[config.mk]
export PLATFORM = sky130hd
export DESIGN_NAME = bf_tape_ram
export DESIGN_NICKNAME = d
export VERILOG_FILES = /design/src/rtl/bf_tape_ram.sv
export SDC_FILE = /design/constraint.sdc
export NUM_CORES = 1
export LEC_CHECK = 0
export BUFFER_PORTS_ARGS = -buffer_cell sky130_fd_sc_hd__buf_4
export CAP_MARGIN = 25
export CORE_ASPECT_RATIO = 0.7
export CORE_MARGIN = 4
export CORE_UTILIZATION = 60
export DETAILED_ROUTE_END_ITERATION = 6
export PLACE_DENSITY = 0.79
export SYNTH_ARGS = -nofsm -noshare
export SYNTH_HDL_FRONTEND = slang
export SYNTH_SLANG_ARGS = --single-unit
[constraint.sdc]
create_clock -name clk -period 3.7 [get_ports clk]
set_clock_uncertainty 0.15 [all_clocks]
set_input_delay 0.74 -clock clk [delete_from_list [all_inputs] [get_ports clk]]
set_output_delay 0.74 -clock clk [all_outputs]
set_load 0.02 [all_outputs]
[src/rtl/bf_tape_ram.sv]
// Data tape for the bf core: self-clearing RAM with a host preload/dump side-port.
// Core and host reads have 1-cycle latency; host_ready is low while clearing, on core access or clr.
`ifndef DATA_WIDTH
`define DATA_WIDTH 8
`endif
`ifndef ADDR_WIDTH
`define ADDR_WIDTH 4
`endif

module bf_tape_ram #(
    parameter int DATA_WIDTH = `DATA_WIDTH,
    parameter int ADDR_WIDTH = `ADDR_WIDTH
) (
    input  logic                  clk,
    input  logic                  rst_n,
    input  logic                  en,
    input  logic                  wen,
    input  logic [ADDR_WIDTH-1:0] addr,
    input  logic [DATA_WIDTH-1:0] write,
    output logic [DATA_WIDTH-1:0] read,
    input  logic                  clr,
    output logic                  busy,
    input  logic                  host_valid,
    input  logic                  host_wen,
    input  logic [ADDR_WIDTH-1:0] host_addr,
    input  logic [DATA_WIDTH-1:0] host_wdata,
    output logic                  host_ready,
    output logic                  host_rvalid,
    output logic [DATA_WIDTH-1:0] host_rdata
);
    localparam int DEPTH = 1 << ADDR_WIDTH;

    typedef enum logic {CLEAR, IDLE} state_t;

    state_t                state;
    logic [ADDR_WIDTH-1:0] cnt;
    logic [DATA_WIDTH-1:0] mem [DEPTH];

    logic                  mem_we;
    logic [ADDR_WIDTH-1:0] mem_waddr;
    logic [DATA_WIDTH-1:0] mem_wdata;
    logic                  idle_ok;
    logic                  core_rd;
    logic                  host_acc;
    logic                  host_rd;

    // A clr request in IDLE blocks every access in that cycle, core included.
    assign idle_ok    = (state == IDLE) && !clr;
    assign host_ready = idle_ok && !en;
    assign host_acc   = host_valid && host_ready;
    assign host_rd    = host_acc && !host_wen;
    assign core_rd    = idle_ok && en && !wen;
    assign busy       = (state == CLEAR);

    always_ff @(posedge clk or negedge rst_n) begin
        if (!rst_n) begin
            state <= CLEAR;
            cnt   <= '0;
        end else begin
            case (state)
                CLEAR: begin
                    if (clr) begin
                        cnt <= '0;
                    end else if (cnt == '1) begin
                        state <= IDLE;
                        cnt   <= '0;
                    end else begin
                        cnt <= cnt + 1'b1;
                    end
                end
                IDLE: begin
                    if (clr) begin
                        state <= CLEAR;
                        cnt   <= '0;
                    end
                end
                default: begin
                    state <= CLEAR;
                    cnt   <= '0;
                end
            endcase
        end
    end

    // Single write port shared by the sweep, the core and the host.
    always_comb begin
        mem_we    = 1'b0;
        mem_waddr = cnt;
        mem_wdata = '0;
        if (state == CLEAR) begin
            mem_we = 1'b1;
        end else if (idle_ok && en && wen) begin
            mem_we    = 1'b1;
            mem_waddr = addr;
            mem_wdata = write;
        end else if (host_acc && host_wen) begin
            mem_we    = 1'b1;
            mem_waddr = host_addr;
            mem_wdata = host_wdata;
        end
    end

    always_ff @(posedge clk) begin
        if (mem_we) begin
            mem[mem_waddr] <= mem_wdata;
        end
    end

    always_ff @(posedge clk or negedge rst_n) begin
        if (!rst_n) begin
            read        <= '0;
            host_rdata  <= '0;
            host_rvalid <= 1'b0;
        end else begin
            host_rvalid <= host_rd;
            if (core_rd) begin
                read <= mem[addr];
            end
            if (host_rd) begin
                host_rdata <= mem[host_addr];
            end
        end
    end

endmodule

==> Word-level counts from Yosys, hierarchy flattened <==
Memories as Yosys holds them, arrays and structs flattened. A register that Yosys moved wholly into a read port is not among the register bits.
Index checks and enable logic that the tools add are counted.
Widths: inputs -> output; s select.
{ "totals": {"register_bits": 6, "elab_cells": 41, "ramBits": 128, "inputBits": 31, "mem_count": 1} }
{ "classes": {"n_reduce_logical": 14, "eq_ne": 2, "bitwise_logic": 1, "n_mux": 19, "addsub": 1} }
{ "mem_list": {"columns": ["memory", "words", "word_bits", "read_ports", "rd_ports_with_merged_regs", "wr", "line", "rtl"], "rows": [
  ["mem", 16, 8, 2, 2, 1, "37", "logic [DATA_WIDTH-1:0] mem [DEPTH];"]
]} }
{ "op_table": {"columns": ["op", "count"], "rows": [
  ["$mux 4", 6],
  ["$mux 8", 3],
  ["$logic_and 1x1->1", 8],
  ["$mux 1", 8],
  ["$pmux 4 s2", 1],
  ["$logic_not 1->1", 6],
  ["$add 4x1->4 const B", 1],
  ["$eq 4x4->1 const B", 1],
  ["$ne 2x2->1 const B", 1],
  ["$pmux 1 s2", 1],
  ["$not 1->1", 1]
]} }

==> Longest topological paths before layout <==
Gate-level depths: netlist of run 1.
{ "depth": {"word_depth": 10, "depth_mapped": 8} }

==> Worst setup path after synthesis of run 1 <==
Ideal clock, no wire load.
{ "synth_timing": {"path_kind": "input -> register", "start": "in clr", "end": "mem mem[5][0] (netlist name), enable pin", "path_buffers": 0, "required_ns": 3.167, "arrival_ns": 2.277, "setup_slack_ns": 0.890, "setup_ns": 0.383, "cell_stages": 4, "cell_sequence": "nand4b_4 > mux2_2 > o32a_1 > nor3_1"} }
{ "synth_between": {"elab_chain_len": 10, "elab_cells_between_ends": 15, "classes_between": "8 x mux; 7 x reduce/logical"} }
{ "synth_rtl": {"columns": ["item", "line", "rtl"], "rows": [
  ["from (decl)", "21", "input logic clr,"],
  ["$logic_not 1->1 (*)", "48", "assign idle_ok = (state == IDLE) && !clr;"],
  ["$logic_and 1x1->1 (*)", "48", null],
  ["$logic_and 1x1->1", "49", "assign host_ready = idle_ok && !en;"],
  ["$logic_and 1x1->1", "50", "assign host_acc = host_valid && host_ready;"],
  ["$logic_and 1x1->1", "96", "end else if (host_acc && host_wen) begin"],
  ["$mux 1", "96", null],
  ["$mux 1", "92", "end else if (idle_ok && en && wen) begin"],
  ["$mux 1", "90", "if (state == CLEAR) begin"],
  ["$mux 1", "104", "if (mem_we) begin"],
  ["$mux 1 (not written as such)", "105", "mem[mem_waddr] <= mem_wdata;"],
  ["to (decl)", "37", null]
]} }
Mark *: on every way between the ends. The rest lies on a longest branch, timed or not.

==> Final worst setup path of run 1 <==
{ "layout_timing": {"start": "reg state", "end": "mem mem[14][4] (netlist name), enable pin"} }
{ "layout_between": {"elab_chain_len": 9, "elab_cells_between_ends": 14, "classes_between": "8 x mux; 6 x reduce/logical"} }
{ "layout_rtl": {"columns": ["item", "line", "rtl"], "rows": [
  ["from (decl)", "35", "state_t state;"],
  ["from (signal assigned)", "57", "state <= CLEAR;"],
  ["from (signal assigned)", "65", "state <= IDLE;"],
  ["from (signal assigned)", "73", "state <= CLEAR;"],
  ["$logic_and 1x1->1", "48", null],
  ["$logic_and 1x1->1", "49", null],
  ["$logic_and 1x1->1", "50", null],
  ["$logic_and 1x1->1", "96", null],
  ["$mux 1", "96", null],
  ["$mux 1", "92", null],
  ["$mux 1", "90", null],
  ["$mux 1", "104", null],
  ["$mux 1 (not written as such)", "105", null]
]} }
Several ways; a longest one is shown, not always the timed one.

==> flow_summary.yaml, run 1 <==
sta:
  post-route-period-util_pct: 78.02
  fin_tns_setup_ns: 0
  setup_viol: 0
  fin_ws_ns: 0.8133
  rsz0062_at_grt: "false"
  maxSlewViolCount: 0
  layout_min_cycle_time_ns: 2.887
  timing.slew.headroom_pct: 38.19
  fmax_ghz: 0.3464
  finalHoldViolCount: 0
  worst_slew_pin_slew_ns: 0.9238
global_route:
  grt_overflow: 0
  grt_usage_pct: 26.77
  antenna_found_initial: 0
  first_global_vias: 4499
  grt_pass1_wl_mm: 27.08
  grt_max_degree: 38
routing:
  ant_nets: 0
  route.detailed.drc: 0
  drtPass1Iterations: 5
  drt_wl_total_mm: 17.47
  initialDrtViolationCount: 492
  drt-vias-per-instance: 6.751
  drt-wirelength-per-cell_um: 27.17
  vias: 4341
power:
  ir_worst_vdd_v: 0.0003442
  leakagePower_nw: 3.249
  p_int_mw: 2.946
  power.total_mw: 3.854
  clock_power_share_pct: 43.4
  power.switching_uw: 907.8
  pwr-share-seq_pct: 48.8
  swShare_pct: 23.55
  power_frac_comb_pct: 7.8
  powerDensity_nw_per_um2: 462.1
clocking:
  cts_made_buffers: 17
  clk_latency_ns: 0.42
  clk_pin_slew_ns: 0.06
  clkSinkCount: 150
  cts_setup_buffers: 0
  cts.hold.buffers_added: 0
  cts_resized: 0
  cts_root_buf: "clkbuf_16"
  clockBufferDepth: 2
  htree_levels: 4
  tritoncts: "done"
critical_path:
  worstPathMaxFanout: 15
  path_class: "flip-flop to flip-flop"
  startpoint_type: "flip-flop"
  worst_setup_path_end_kind: "flip-flop"
  reg2reg_slack_ns: 0.81
  cp-startpoint: "state"
  cp-endpoint: "mem[14][4]"
  crit_arrival_ns: 2.78
  reg2reg_to: "mem[14][4]"
  rr_worst_depth: 4
  r2r-start: "state"
  cp.required_ns: 3.59
finish:
  drive_gt1_share_pct: 35.39
  final_core_util_pct: 71.38
  antenna_cells: 0
  area_delta_synth_final_pct: 16.70
  layout.nets: 505
synthesis:
  yosysSeqAreaShare_pct: 61.48
  syn_nets: 436
  ys.flop_type: "edfxtp_1"
  ys_seq_elements: 150
  synth_mux_area_share_pct: 26.38
  synthAdderAreaFrac_pct: 0.1751
  yosysTopAreaCell: "edfxtp_1"
  synth.area.top_cells: "edfxtp_1 (54%), mux4_2 (15%), dfrtp_1 (7.7%)"
  syn_inst: 404
  yosys_warnings: 0
  yosys.area_share.simple_pct: 4.884
  synth-edff-count: 128
  synth_top_cell_area_share_pct: 53.78
  syn-mean-instance-area_sq_um: 17.69
  synthXorXnorAreaFrac_pct: 0.1225
  synth_top_family_by_area: "multiplexers"
  synth_area_sq_um: 7147
  synth_cell_types: 42
  synthArstFlopShare_pct: 14.67
  synth_compound_area_share_pct: 4.674
placement:
  port-buffer-count: 49
  pre_cts_ws_ns: 0.5254
  gp_congestion: 0.8797
  post-dp-hpwl_mm: 11.23
floorplan:
  initial_core_util_pct: 61.16
  rows: 33
  die_y_um: 99.31
  dieArea_sq_um: 13750
  dieWidth_um: 138.4
  io_pins: 50
  core-area_sq_um: 11690
job:
  maxCapViolCount: 0
hold_path:
  worstHoldPathType: "input port to asynchronous set/reset pin"
outcome:
  outcome: "completed"
[synth_stat cells (all sizes together) (2+ instances only)]
| cell | n |
|---|---|
| a21oi | 13 |
| a221o | 2 |
| a22oi | 6 |
| a32oi | 4 |
| buf | 17 |
| clkbuf | 9 |
| dfrtp | 22 |
| edfxtp | 128 |
| inv | 5 |
| mux2 | 13 |
| mux2i | 29 |
| mux4 | 62 |
| nand2 | 28 |
| nand2b | 6 |
| nor2 | 16 |
| nor2b | 3 |
| nor3 | 8 |
| o21ai | 8 |
| o221ai | 8 |
| o32a | 2 |
| or3 | 2 |
[layout make-up]
type	instances	area (sq um)
clock buffer	18	429.2
clock inverter	14	141.4
fill	724	3344
inverter	5	18.77
multi-input combinational	223	2590
sequential	150	4394
tap	157	196.4
timing repair buffer	76	570.5
[how the worst min path moves through the flow]
stage	end	slack (ns)	cells past startpoint
finish	state	0.07	1
global route	host_rdata[1]	0.08	1
CTS	host_rdata[6]	0.06	1
detailed placement	host_rdata[5]	0.34	2
global placement	host_rdata[5]	0.33	2
floorplan	cnt[0]	0.29	0
[critical path, stage by stage (launching register included)]
cell and delay (ns):
dfrtp_1 0.59, nand4b_4 0.32, o32ai_2 0.46, a32oi_1 0.22, nor2_1 0.76
[metal layers]
metal | global-route usage [%] | vias to the layer above | wire (um)
li1 | - | 1833 | -
met4 | 5.998 | 0 | 225
met3 | 7.929 | 26 | 1799
met1 | 38.22 | 2228 | 6930
met2 | 41.94 | 254 | 8512
met5 | 0 | - | 0
[cells by family (layout without fill, tap and decap cells)]
| group | count (synthesis) | in the layout |
|---|---|---|
| AOI/OAI and AO/OA | 47 | 47 |
| buffers and inverters | 31 | 113 |
| and+or+nand+nor | 70 | 70 |
| xor gates and xnor gates | 1 | 1 |
| DFF | 150 | 150 |
| muxes | 104 | 104 |
| adders and majority gates | 1 | 1 |
[power by group through the flow]
stage               Clock (mW)  Sequential [mW]  Combinational, mW
finish                    1.67             1.88              0.300
global route              1.77             1.88              0.319
CTS                       1.69             1.88              0.300
detailed placement           0             1.91              0.298
global placement             0             1.91              0.290
floorplan                    0             1.91              0.188
[registers in the layout (all words and copies together) (netlist names)]
name and flops:
mem 128, read 8, host_rdata 8, cnt 4
host_rvalid 1, state 1
[metrics by stage]
| stage | cell area [sq um] | hold WS [ns] | cells |
|---|---|---|---|
| final | 8341 | 0.06895 | 643 |
| after global routing | 8341 | 0.07767 | 643 |
| after detailed placement | 7770 | 0.3395 | 611 |
| after global placement | 7770 | 0.3282 | 611 |
| after CTS | 8341 | 0.06383 | 643 |
| after floorplan | 7147 | 0.2944 | 404 |
[placed cells by master, fill, tap and decap left out, drive strengths merged, types with 13 or more instances in the layout]
cell type | netlist | routed
buf | 17 | 76
mux4 | 62 | 62
clkbuf | 9 | 18
mux2 | 13 | 13
nor2 | 16 | 16
a21oi | 13 | 13
mux2i | 29 | 29
nand2 | 28 | 28
dfrtp | 22 | 22
edfxtp | 128 | 128
(Power assumes the default switching activity.)
==> run 2, diff against run 1 <==
ABC_AREA = 1   (was default)
clock period = 3.02 ns   (was 3.7 ns; I/O delays follow)
==> run 2 against run 1 <==
Final cell count is 84% higher. Core utilization is 0.98 points higher. Sequential cell count stayed put. Critical path type unchanged. The flow now finishes with violations (design-rule violations). Largest power group unchanged. Synthesized area is 11% higher. Via count is 64% higher. Clock-buffer cell count is 2 higher. Sequential power is 22% higher. Fmax is 9.4% higher. First-iteration DRC count grew to 2.7 times the previous value.
==> flow_summary.yaml, run 2 <==
clocking:
  tritoncts: "done"
  cts_made_buffers: 17
  clkSinkCount: 150
  cts_setup_buffers: 0
  htree_levels: 4
  cts_root_buf: "clkbuf_16"
  clockBufferDepth: 2
  clk_latency_ns: 0.42
  clk_pin_slew_ns: 0.06
routing:
  drt-vias-per-instance: 6.002
  drt-wirelength-per-cell_um: 20.14
  drtPass1Iterations: 7
  route.detailed.drc: 4
  initialDrtViolationCount: 1325
  drt_wl_total_mm: 23.88
  ant_nets: 0
  vias: 7118
synthesis:
  yosys_warnings: 0
  synth.area.top_cells: "edfxtp_1 (48%), nand2_1 (15%), nand3_1 (13%)"
  synthXorXnorAreaFrac_pct: 0.1104
  yosysSeqAreaShare_pct: 55.40
  synthTopCellsByCount: "nand2_1 (321), nand3_1 (203), edfxtp_1 (128), inv_1 (128)"
  ys_seq_elements: 150
  synthArstFlopShare_pct: 14.67
  yosysTopAreaCell: "edfxtp_1"
  syn-mean-instance-area_sq_um: 8.305
  synth_mux_area_share_pct: 0
  synth_top_family_by_area: "simple AND/OR/NAND/NOR gates"
  yosys.area_share.simple_pct: 31.03
  syn_inst: 955
  synth-edff-count: 128
  synth_cell_types: 26
  ys.flop_type: "edfxtp_1"
  syn_nets: 987
  synth_compound_area_share_pct: 3.865
  synth.most_common_cell: "nand2_1"
  synth_top_cell_area_share_pct: 48.46
  synth_area_sq_um: 7931
  synthAdderAreaFrac_pct: 0.1578
placement:
  placed_cells: 1153
  post-dp-hpwl_mm: 15.18
  port-buffer-count: 49
  gp_congestion: 0.9289
sta:
  rsz0062_at_grt: "false"
  fmax_ghz: 0.3791
  worst_slew_pin_slew_ns: 0.9053
  setup_viol: 0
  timing.slew.headroom_pct: 39.42
  layout_min_cycle_time_ns: 2.638
  maxSlewViolCount: 0
  finalHoldViolCount: 0
  fin_tns_setup_ns: 0
  post-route-period-util_pct: 87.35
global_route:
  grt_overflow: 0
  grt_pass1_wl_mm: 36.38
  first_global_vias: 6416
  met2_usage_pct: 45.72
  grt_max_degree: 84
  gr-max-usage-layer: "met2"
  met1_usage_pct: 44.81
  antenna_found_initial: 0
  grt_usage_pct: 31.39
  met3_usage_pct: 11.02
power:
  leakagePower_nw: 4.296
  p_int_mw: 3.633
  power.switching_mw: 1.293
  power_frac_comb_pct: 10.6
  clock_power_share_pct: 42.9
  swShare_pct: 26.25
  powerDensity_nw_per_um2: 537.1
  ir_worst_vdd_v: 0.0004134
  pwr-share-seq_pct: 46.5
finish:
  layout.nets: 1043
  area_delta_synth_final_pct: 15.65
  fill_cells: 1000
  final_cell_mix: "nand2_1 (321), nand3_1 (203), inv_1 (128), edfxtp_1 (128), buf_4 (86)"
  reg_top3: "mem: 128 flops, host_rdata: 8 flops, read: 8 flops"
  antenna_cells: 0
  drive_gt1_share_pct: 12.79
  layout_commonest_cell: "nand2_1"
  largest-register: "mem"
  fin_cells: 1186
  largest_register_ffs: 128
critical_path:
  startpoint_type: "flip-flop"
  rr_worst_depth: 7
  cp.required_ns: 2.91
  crit_arrival_ns: 2.53
  worstPathMaxFanout: 13
  worst_setup_path_end_kind: "flip-flop"
  path_class: "flip-flop to flip-flop"
floorplan:
  dieWidth_um: 145.4
  die_y_um: 104.2
  core-area_sq_um: 12680
  initial_core_util_pct: 62.56
  dieArea_sq_um: 15150
  io_pins: 50
  rows: 34
outcome:
  outcome: "finished with violations"
  violations: "design-rule violations"
job:
  maxCapViolCount: 0
hold_path:
  worstHoldPathType: "input port to flip-flop"
  hold_depth: 2
==> run 2: cell count changes in the layout (fill, tap and decap cells not counted), moves of 29 or more <==
cell / change
nand3_1: +202
o211ai_1: +32
mux2i_1: -29
inv_1: +124
mux4_2: -48
nand2_1: +293
==> run 2: cell families (layout without fill, tap and decap cells) <==
group	count (synthesis)	count (layout)
compound gates	45	45
simple gates	569	569
flops	150	150
xor+xnor	1	1
fa+ha+maj	1	1
buf+inv	189	258
==> run 2: power groups by stage <==
stage | combinational (mW) | clock, mW | sequential [mW]
floorplan | 0.300 | 0 | 2.34
global placement | 0.487 | 0 | 2.33
detailed placement | 0.498 | 0 | 2.33
CTS | 0.503 | 2.11 | 2.29
global route | 0.560 | 2.22 | 2.29
finish | 0.523 | 2.11 | 2.29
==> run 2: worst max-delay path, stage by stage, from the launching register on <==
cell and delay [ns]:
dfrtp_1 0.46, nand4_2 0.24, inv_2 0.17, nand2_1 0.11, nand2_1 0.06, nor2_1 0.15, nand3_1 0.18, nor2_1 0.73
==> run 2: final timing paths <==
| kind | start | to | slack [ns] |
|---|---|---|---|
| max | state | mem[7][1] | 0.38 |
| min | clr | state | 0.23 |
| max reg2reg | state | mem[7][1] | 0.38 |
| min reg2reg | read[2] | read[2] | 0.33 |
| max in group asynchronous | rst_n | read[2] | 2.04 |
| min in group asynchronous | rst_n | host_rdata[1] | 0.45 |
==> run 2: layout make-up <==
type / instances / area, sq um / area share, %
clock buffers: 20 / 489.2 / 5.334
clock inverters: 12 / 103.9 / 1.132
inverters: 138 / 518.0 / 5.647
multi-input cells: 616 / 2789 / 30.41
flip-flops and latches: 150 / 4394 / 47.91
well taps: 162 / 202.7 / 2.210
repair buffers: 88 / 675.6 / 7.366
==> run 2: per-stage QoR <==
stage	worst slack [ns]	instance area, sq um	hold WS [ns]	power (mW)	util, %
2_1_floorplan	0.7170	7931	0.1584	2.637	-
3_5_place_dp	0.1223	8569	0.3165	2.831	67.60
4_1_cts	0.4199	9173	0.2304	4.907	72.35
3_3_place_gp	0.1888	8569	0.3151	2.819	67.60
6_report	0.3821	9173	0.2338	4.926	72.35
5_1_grt	0.2381	9173	0.2489	5.073	72.35
==> run 2: what timing repair did <==
action	4_1_cts	5_1_grt
hold endpoints to repair	22	0
hold buffers	1	0
gates resized for setup	0	0
==> run 2: routing by layer <==
metal | vias to the layer above | wire length, um
li1 | 3245 | -
met1 | 3199 | 9173
met2 | 594 | 9999
met3 | 80 | 3947
met4 | 0 | 764
met5 | - | 0
